**src/rtl/div_seq_pkg.sv**
```systemverilog
// Shared types and sizing for the iterative divider sequencer.
// States, operand width and iteration-counter width used by div_seq and its bench.
package div_pkg;

  localparam int DIV_WIDTH = 32;
  localparam int CNT_WIDTH = $clog2(DIV_WIDTH);

  typedef enum logic [1:0] {
    IDLE = 2'd0,
    BUSY = 2'd1,
    DONE = 2'd2
  } divStateT;

endpackage

```
**src/rtl/div_seq_if.sv**
```systemverilog
// Handshake and data bundle between the execute stage and the divider sequencer.
// The pipeline drives through master; the divider sits on slave.
interface div_seq_if
  import div_pkg::*;
#(
  parameter int WIDTH = DIV_WIDTH
);

  logic               start_i;
  logic               signed_i;
  logic [WIDTH-1:0]   opa_i;
  logic [WIDTH-1:0]   opb_i;
  logic               cancel_i;
  logic               stall_o;
  logic               ready_o;
  logic [2*WIDTH-1:0] result_o;

  modport master (
    output start_i, signed_i, opa_i, opb_i, cancel_i,
    input  stall_o, ready_o, result_o
  );

  modport slave (
    input  start_i, signed_i, opa_i, opb_i, cancel_i,
    output stall_o, ready_o, result_o
  );

endinterface

```
**src/rtl/div_seq_step.sv**
```systemverilog
// One restoring shift-subtract iteration on unsigned magnitudes.
// Relies on rem < divisor on entry, so a WIDTH+1-bit trial result carries a valid sign bit.
module div_step
  import div_pkg::*;
#(
  parameter int WIDTH = DIV_WIDTH
) (
  input  logic [WIDTH-1:0] rem,
  input  logic [WIDTH-1:0] quo,
  input  logic [WIDTH-1:0] divisor,
  output logic [WIDTH-1:0] remNext,
  output logic [WIDTH-1:0] quoNext
);

  logic [WIDTH:0] shifted;
  logic [WIDTH:0] trial;

  assign shifted = {rem, quo[WIDTH-1]};
  assign trial   = shifted - {1'b0, divisor};

  always_comb begin
    remNext = shifted[WIDTH-1:0];
    quoNext = {quo[WIDTH-2:0], 1'b0};
    if (!trial[WIDTH]) begin
      remNext = trial[WIDTH-1:0];
      quoNext = {quo[WIDTH-2:0], 1'b1};
    end
  end

endmodule

```
**src/rtl/div_seq.sv**
```systemverilog
// Multi-cycle DIV/DIVU sequencer for the execute stage: stalls the pipeline while
// iterating one quotient bit per cycle, then presents {remainder, quotient} for one cycle.
module div_seq
  import div_pkg::*;
#(
  parameter int WIDTH = DIV_WIDTH
) (
  input logic       clk,
  input logic       rst,
  div_seq_if.slave  bus
);

  localparam int             CW         = $clog2(WIDTH);
  localparam logic [CW-1:0]  LAST_COUNT = CW'(WIDTH - 1);

  divStateT         state;
  divStateT         stateNext;
  logic [CW-1:0]    count;
  logic [WIDTH-1:0] remReg;
  logic [WIDTH-1:0] quoReg;
  logic [WIDTH-1:0] divisorReg;
  logic             quoNeg;
  logic             remNeg;
  logic [2*WIDTH-1:0] resultReg;

  logic             stall;
  logic             ready;
  logic             loadOps;
  logic             stepEn;
  logic             lastStep;
  logic             divZero;
  logic             opaNeg;
  logic             opbNeg;
  logic [WIDTH-1:0] opaAbs;
  logic [WIDTH-1:0] opbAbs;
  logic [WIDTH-1:0] remNext;
  logic [WIDTH-1:0] quoNext;
  logic [WIDTH-1:0] remFixed;
  logic [WIDTH-1:0] quoFixed;

  // Magnitudes are taken modulo 2^WIDTH, so the most negative value maps onto itself.
  assign divZero  = (bus.opb_i == '0);
  assign opaNeg   = bus.signed_i & bus.opa_i[WIDTH-1];
  assign opbNeg   = bus.signed_i & bus.opb_i[WIDTH-1];
  assign opaAbs   = opaNeg ? -bus.opa_i : bus.opa_i;
  assign opbAbs   = opbNeg ? -bus.opb_i : bus.opb_i;
  assign remFixed = remNeg ? -remNext : remNext;
  assign quoFixed = quoNeg ? -quoNext : quoNext;

  div_step #(.WIDTH(WIDTH)) step (
    .rem     (remReg),
    .quo     (quoReg),
    .divisor (divisorReg),
    .remNext (remNext),
    .quoNext (quoNext)
  );

  always_comb begin
    stateNext = state;
    stall     = 1'b0;
    ready     = 1'b0;
    loadOps   = 1'b0;
    stepEn    = 1'b0;
    lastStep  = 1'b0;
    case (state)
      IDLE: begin
        if (bus.start_i) begin
          stall     = 1'b1;
          loadOps   = 1'b1;
          stateNext = divZero ? DONE : BUSY;
        end
      end
      BUSY: begin
        stall  = 1'b1;
        stepEn = 1'b1;
        if (count == LAST_COUNT) begin
          lastStep  = 1'b1;
          stateNext = DONE;
        end
      end
      DONE: begin
        ready     = 1'b1;
        stateNext = IDLE;
      end
      default: stateNext = IDLE;
    endcase
    // A flush wins over everything, including the final BUSY->DONE step.
    if (bus.cancel_i) begin
      stall     = 1'b0;
      ready     = 1'b0;
      loadOps   = 1'b0;
      stepEn    = 1'b0;
      lastStep  = 1'b0;
      stateNext = IDLE;
    end
  end

  // The sign-corrected result is captured on the last iteration so it is already
  // registered while DONE is presenting it.
  always_ff @(posedge clk) begin
    if (rst) begin
      state      <= IDLE;
      count      <= '0;
      remReg     <= '0;
      quoReg     <= '0;
      divisorReg <= '0;
      quoNeg     <= 1'b0;
      remNeg     <= 1'b0;
      resultReg  <= '0;
    end else begin
      state <= stateNext;
      if (loadOps) begin
        remReg     <= '0;
        quoReg     <= opaAbs;
        divisorReg <= opbAbs;
        quoNeg     <= opaNeg ^ opbNeg;
        remNeg     <= opaNeg;
        count      <= '0;
        if (divZero) begin
          resultReg <= {bus.opa_i, {WIDTH{1'b1}}};
        end
      end else if (stepEn) begin
        remReg <= remNext;
        quoReg <= quoNext;
        count  <= count + 1'b1;
      end
      if (lastStep) begin
        resultReg <= {remFixed, quoFixed};
      end
      if (bus.cancel_i) begin
        count <= '0;
      end
    end
  end

  assign bus.stall_o  = stall;
  assign bus.ready_o  = ready;
  assign bus.result_o = resultReg;

endmodule

```
**src/flat_wrapper.sv**
```systemverilog
// flat-port wrapper written by rule: the top's interface ports become plain ports
module div_seq_flat import div_pkg::*;
#(
  parameter int WIDTH = DIV_WIDTH
)
  (clk, rst, bus_start_i, bus_signed_i, bus_opa_i, bus_opb_i, bus_cancel_i, bus_stall_o, bus_ready_o, bus_result_o);
  div_seq_if #(.WIDTH(WIDTH)) bus_i ();
  input logic clk;
  input logic rst;
  input wire logic [$bits(bus_i.start_i)-1:0] bus_start_i;
  input wire logic [$bits(bus_i.signed_i)-1:0] bus_signed_i;
  input wire logic [$bits(bus_i.opa_i)-1:0] bus_opa_i;
  input wire logic [$bits(bus_i.opb_i)-1:0] bus_opb_i;
  input wire logic [$bits(bus_i.cancel_i)-1:0] bus_cancel_i;
  output wire logic [$bits(bus_i.stall_o)-1:0] bus_stall_o;
  output wire logic [$bits(bus_i.ready_o)-1:0] bus_ready_o;
  output wire logic [$bits(bus_i.result_o)-1:0] bus_result_o;
  assign bus_i.start_i = bus_start_i;
  assign bus_i.signed_i = bus_signed_i;
  assign bus_i.opa_i = bus_opa_i;
  assign bus_i.opb_i = bus_opb_i;
  assign bus_i.cancel_i = bus_cancel_i;
  assign bus_stall_o = bus_i.stall_o;
  assign bus_ready_o = bus_i.ready_o;
  assign bus_result_o = bus_i.result_o;
  div_seq #(.WIDTH(WIDTH)) u_core (.clk(clk), .rst(rst), .bus(bus_i));
endmodule
```
**config.mk**
```make
export PLATFORM = sky130hd
export DESIGN_NAME = div_seq_flat
export DESIGN_NICKNAME = d
export VERILOG_FILES = /design/src/rtl/div_seq_pkg.sv /design/src/rtl/div_seq_if.sv /design/src/rtl/div_seq_step.sv /design/src/rtl/div_seq.sv /design/src/flat_wrapper.sv
export SDC_FILE = /design/constraint.sdc
export NUM_CORES = 1
export LEC_CHECK = 0
export BUFFER_PORTS_ARGS = -buffer_cell sky130_fd_sc_hd__buf_2
export CAP_MARGIN = 20
export CORE_MARGIN = 3
export CORE_UTILIZATION = 40
export CTS_CLUSTER_DIAMETER = 120
export DETAILED_ROUTE_END_ITERATION = 8
export SLEW_MARGIN = 20
export SYNTH_ARGS = -nofsm -noshare
export SYNTH_HDL_FRONTEND = slang
export SYNTH_SLANG_ARGS = --single-unit
```
**constraint.sdc**
```tcl
create_clock -name clk -period 4.81 [get_ports clk]
set_input_delay 0.481 -clock clk [delete_from_list [all_inputs] [get_ports clk]]
set_output_delay 0.481 -clock clk [all_outputs]
set_load 0.02 [all_outputs]
```
**Word-level counts from Yosys, hierarchy flattened**

Cells that the tools add are included.
Widths: inputs -> output; s select.

- Bits of input ports: 69
- Bits in registers: 169

- Add/sub/neg operators: 6
- Bitwise logic cells: 3
- Equal/unequal tests: 5
- Reduce and logical (&&, ||, !) cells: 10
- Multiplexer cells: 27

Operators with widths:

| kind | number |
|---|---|
| $mux 32 | 7 |
| $mux 64 | 3 |
| $neg 32->32 | 4 |
| $sub 33x32->33 | 1 |
| $logic_not 32->1 | 1 |
| $mux 1 | 12 |
| $mux 2 | 3 |
| $reduce_bool 2->1 | 3 |
| $add 5x1->5 const B | 1 |
| $eq 5x5->1 const B | 1 |
| $pmux 2 s2 | 1 |
| $reduce_and 2->1 | 2 |
| $reduce_or 2->1 | 2 |
| $reduce_or 3->1 | 1 |
| $and 1x1->1 | 2 |
| $eq 2x1->1 const B | 1 |
| $eq 2x2->1 const B | 1 |
| $logic_not 2->1 | 1 |
| $ne 2x1->1 const B | 1 |
| $ne 2x2->1 const B | 1 |
| $pmux 1 s2 | 1 |
| $xor 1x1->1 | 1 |

**Longest topological paths before layout**

- Depth in word-level cells: 6
- Gate-level depth with buffers: 26
- Gate-level depth less buffers: 22

**By module**

A second synthesis with hierarchy kept.

- Cells, all modules: 1501
- Area, all modules: 12006.5 um^2

Modules (own cells, without submodules):

| module | sequential area each (um^2) | area an instance (um^2) | instances | cells an instance |
|---|---|---|---|---|
| div_seq | 3383.2 | 9415.3 | 1 | 1165 |
| div_step | 0.0 | 2591.2 | 1 | 336 |

**Least setup slack after synthesis**

No wires, ideal clock.

- Kind: flip-flop to flip-flop
- Start point: reg u_core.quoReg[31]
- End point: reg u_core.resultReg[62], in the netlist u_core.bus.result_o[62]
- Period minus slack after synthesis: 4.926 ns
- Arrival time: 4.793 ns
- Path buffers: 4
- Stages on the path, launching flop included: 25
- Path slack: -0.116 ns
- Cells stage by stage: dfxtp_1 inv_1 ha_1 inv_1 fa_1 a211oi_1 or3_1 buf_2 a21bo_2 a211oi_4 o21a_1 buf_6 nor2_4 inv_2 clkbuf_1 clkbuf_1 o21ai_0 inv_1 ha_1 nor4b_1 mux2i_1 or4_4 o31ai_1 xor2_1 a21oi_1

- Word-level cells in the longest chain between the ends: 5

Ends and longest elaborated chain:

| element | line | RTL |
|---|---|---|
| start: declaration | div_seq.sv:20 | `logic [WIDTH-1:0] quoReg;` |
| start signal: assignment | div_seq.sv:114 | `quoReg <= opaAbs;` |
| start signal: assignment | div_seq.sv:124 | `quoReg <= quoNext;` |
| $sub 33x32->33 | div_seq_step.sv:19 | `assign trial = shifted - {1'b0, divisor};` |
| $mux 32 (*) | div_seq_step.sv:24 | `if (!trial[WIDTH]) begin` |
| $neg 32->32 | div_seq.sv:47 | `assign remFixed = remNeg ? -remNext : remNext;` |
| $mux 32 (*) | div_seq.sv:47 |  |
| $mux 64 (*) | div_seq.sv:127 | `if (lastStep) begin` |
| end signal: assignment | div_seq.sv:120 | `resultReg <= {bus.opa_i, {WIDTH{1'b1}}};` |
| end signal: assignment | div_seq.sv:128 | `resultReg <= {remFixed, quoFixed};` |
| end: declaration | div_seq.sv:24 | `logic [2*WIDTH-1:0] resultReg;` |

Every way passes the cells marked *; elsewhere a longest branch is shown, timed or not.
A chain may end at the register's enable or synchronous reset.

**Worst setup path after layout**

- Start point: reg u_core.quoReg[31]
- End point: reg u_core.resultReg[63], in the netlist u_core.bus.result_o[63]

Same word-level chain as after synthesis.

==> results.yml <==
worst_setup_path:
  crit_start: "u_core.quoReg[31]$_SDFFE_PP0P_"
  critPathRequiredTime_ns: 5.10
  crit_path_end_kind: "flop"
  timing.reg2reg.setup_slack_ns: 0.25
  critical_path_arrival_ns: 4.85
  startpoint_type: "flop"
  critical-path-slowest-cell: "sky130_fd_sc_hd__or4_1"
  ff2ff_path_depth: 15
  timing.critical_path.cells: "inv_1, ha_1, inv_1, fa_1, a211oi_1, or3_1, a21bo_2, a211oi_4, or3_1, a2111oi_1, a31oi_1, or4_1, nor4_2, mux2i_1, nor3_1"
  critical-path-top-delay-family: "simple AND/OR/NAND/NOR gates"
  cpPeakStageDelay_ns: 0.72
  criticalPathCategory: "reg2reg"
  reg2reg_from: "u_core.quoReg[31]$_SDFFE_PP0P_"
  crit_fanout: 8
  cp.depth: 15
  timing.critical_path.to: "u_core.bus.result_o[63]$_SDFFE_PP0P_"
  worstReg2RegEnd: "u_core.bus.result_o[63]$_SDFFE_PP0P_"
  cp.buffers_inverters: 2
floorplan:
  initial_utilization_pct: 40.7
  fp.dieW_um: 177
  die_area_um2: 31500
  coreArea_um2: 28900
  rows: 62
  die_height_um: 177
  design.portCount: 135
timing:
  slew-limit-headroom_pct: 26.1
  fin_worst_hold_slack_ns: 0.297
  finalCritPeriodShare_pct: 94.9
  min_period_ns: 4.56
  finClkSkew_ns: 0.0190
  grt_setup_unrepaired: "no"
  slew_violations: 0
  pin_slew_with_the_least_headroom_to_its_limit_ns: 1.11
  tns_ns: 0
  fmax_mhz: 219
  setup_viol: 0
  final-hold-violation-count: 0
global_route:
  antenna_found_initial: 0
  grtUsageMet3_pct: 3.02
  grt_usage_pct: 23.4
  grt-ovfl-total: 0
  first_global_vias: 10800
  grt_first_pass_wirelength_um: 59200
  gr-max-usage-layer: "met2"
  grt_start_max_net_pins: 110
  groute.layer.met1.usage_pct: 31.3
  global_route.usage.met2_pct: 39.3
clocking:
  clock_root_buffer_master: "sky130_fd_sc_hd__clkbuf_16"
  h-tree-depth: 4
  clk_pin_slew_ns: 0.07
  postCtsHoldBufs: 0
  number_of_cts_inserted_buffers: 17
  clk_sink_count: 169
  worst_skew_pair.late_latency_ns: 0.44
  tritoncts: "built"
  clock_tree.buffer_depth: 2
detailed_routing:
  ant_nets: 0
  routed-via-count: 11700
  drtIter0Drc: 957
  vias_per_cell: 5.72
  routed_wl_um: 37600
  drc: 0
  firstDrtPassIters: 6
  routed_wire_length_per_instance_um: 18.4
synthesis:
  syn_avg_cell_area_um2: 7.54
  synth_top_flop_cell: "sky130_fd_sc_hd__dfxtp_1"
  number_of_enable_type_register_cells_in_the_synthesized_netlist: 0
  syn_area_um2: 11700
  yosys.cell_types.count: 73
  yosysWarnings: 0
  post_synth_inst_count: 1559
  synthesis.nets: 1667
  seq_area_frac_synth_pct: 28.8
  fraction_of_synthesis_flops_using_an_asynchronous_set_or_reset_pin_pct: 0
  synth-seq-cells: 169
place:
  detail_placement_hpwl_um: 28500
  port-buffer-count: 134
  place.gp.congestion: 0.878
  post_place_cell_area_um2: 12800
finish:
  antennaDiodeCount: 0
  design.final.nets: 1754
  drive_gt1_share_pct: 14.8
  synthToLayoutAreaGrowth_pct: 14.2
  final_area_um2: 13400
power_and_ir_drop:
  worst_ir_drop_vdd_v: 0.000225
  p_total_uw: 4160
  leak_pwr_uw: 0.00526
  cellPowerDensity_nw_per_um2: 310
flow_run:
  timing.max_cap.violations: 0
run_status:
  outcome: "completed"
worst_hold_path:
  worstHoldPathCells: 2
  hold_path_class: "in2reg"
[repair_timing]
item | CTS | global route
gates resized for setup | 0 | 4
endpoints found under the setup margin | 0 | 11
buffers inserted | 0 | 0
hold endpoints to repair | 0 | 0
[how the worst min path moves through the flow]
stage | from | to | slack [ns]
floorplan | u_core.divisorReg[0]$_SDFFE_PP0P_ | u_core.divisorReg[0]$_SDFFE_PP0P_ | 0.43
global placement | u_core.count[4]$_SDFFE_PP0P_ | u_core.count[4]$_SDFFE_PP0P_ | 0.45
detailed placement | u_core.divisorReg[0]$_SDFFE_PP0P_ | u_core.divisorReg[0]$_SDFFE_PP0P_ | 0.45
CTS | bus_cancel_i | u_core.state[0]$_SDFFE_PP0P_ | 0.28
global route | bus_cancel_i | u_core.state[0]$_SDFFE_PP0P_ | 0.29
finish | bus_cancel_i | u_core.state[0]$_SDFFE_PP0P_ | 0.30
[flip-flops by register name, summed over array words and instances (netlist names)]
name,count
u_core.bus.result_o,64
u_core.divisorReg,32
u_core.quoReg,32
u_core.remReg,32
u_core.count,5
u_core.state,2
u_core.quoNeg,1
u_core.remNeg,1
[cell families after synthesis]
group | share of synthesized area, %
and+or+nand+nor | 21.1
AOI/OAI and AO/OA | 28.1
DFF | 28.8
buffers and inverters | 5.29
xor gates and xnor gates | 9.92
adders and majority gates | 4.22
muxes | 2.61
[synthesized netlist by cell type, types with 12 or more instances]
cell	instances	area share, %
sky130_fd_sc_hd__buf_2	12	0.51
sky130_fd_sc_hd__xor2_1	73	5.4
sky130_fd_sc_hd__a21oi_1	117	5.0
sky130_fd_sc_hd__o21ai_0	95	4.0
sky130_fd_sc_hd__or3_1	21	1.1
sky130_fd_sc_hd__xnor2_1	60	4.5
sky130_fd_sc_hd__o21a_1	13	0.83
sky130_fd_sc_hd__mux2i_1	28	2.4
sky130_fd_sc_hd__dfxtp_1	169	29
sky130_fd_sc_hd__a21boi_0	15	0.96
sky130_fd_sc_hd__clkbuf_1	83	2.7
sky130_fd_sc_hd__a211oi_1	93	5.9
sky130_fd_sc_hd__nor4_1	19	1.0
sky130_fd_sc_hd__nand3_1	21	0.89
sky130_fd_sc_hd__nand4_1	14	0.75
sky130_fd_sc_hd__inv_1	56	1.8
sky130_fd_sc_hd__nand2b_1	17	0.91
sky130_fd_sc_hd__nor3_1	47	2.0
sky130_fd_sc_hd__nand2_1	136	4.3
sky130_fd_sc_hd__nor2_1	205	6.6
sky130_fd_sc_hd__ha_1	38	4.0
sky130_fd_sc_hd__a221oi_1	18	1.3
sky130_fd_sc_hd__a21o_1	16	1.0
sky130_fd_sc_hd__o31ai_1	27	1.7
[where the power goes]
group / internal, µW / switching, µW / total, µW
logic: 467 / 817 / 1280
clock network: 710 / 684 / 1390
registers: 1440 / 40.8 / 1480
[placed cells by master, fill, tap and decap left out, types with 14 or more instances in the layout]
master and n:
sky130_fd_sc_hd__nand3_1 20, sky130_fd_sc_hd__nand2_1 136, sky130_fd_sc_hd__xor2_1 73, sky130_fd_sc_hd__a211oi_1 93
sky130_fd_sc_hd__xnor2_1 60, sky130_fd_sc_hd__inv_1 56, sky130_fd_sc_hd__nor2_1 204, sky130_fd_sc_hd__a21boi_0 15
sky130_fd_sc_hd__o21ai_0 95, sky130_fd_sc_hd__a21o_1 16, sky130_fd_sc_hd__o31ai_1 26, sky130_fd_sc_hd__clkbuf_16 17
sky130_fd_sc_hd__buf_4 35, sky130_fd_sc_hd__nand4_1 14, sky130_fd_sc_hd__a221oi_1 18, sky130_fd_sc_hd__or3_1 21
sky130_fd_sc_hd__nor3_1 46, sky130_fd_sc_hd__a21oi_1 117, sky130_fd_sc_hd__ha_1 38, sky130_fd_sc_hd__buf_2 133
sky130_fd_sc_hd__nor4_1 19, sky130_fd_sc_hd__dfxtp_1 169, sky130_fd_sc_hd__nand2b_1 16, sky130_fd_sc_hd__mux2i_1 27
[area by class of cell]
| class | instances | area [µm²] |
|---|---|---|
| tap | 384 | 480 |
| multi-input combinational | 1231 | 7790 |
| clock inverter | 14 | 148 |
| timing repair buffer | 169 | 948 |
| fill | 3009 | 15400 |
| clock buffer | 18 | 439 |
| sequential | 169 | 3380 |
| inverter | 58 | 218 |
[metrics by stage]
stage | setup slack [ns] | instances | utilization [%]
after floorplan | 0.00648 | 1559 | -
final | 0.245 | 2043 | 46.5
after global placement | 0.234 | 2011 | 44.4
after detailed placement | 0.314 | 2011 | 44.4
after global routing | 0.0152 | 2043 | 46.5
after CTS | 0.299 | 2043 | 46.4
[routing by layer]
layer / up-vias / share of wire, %
met3: 45 / 4.5
met5: - / 0
met4: 0 / 2.4
met1: 5506 / 47
li1: 5840 / -
met2: 291 / 46
Note: power is estimated with default switching activity, not from simulation.
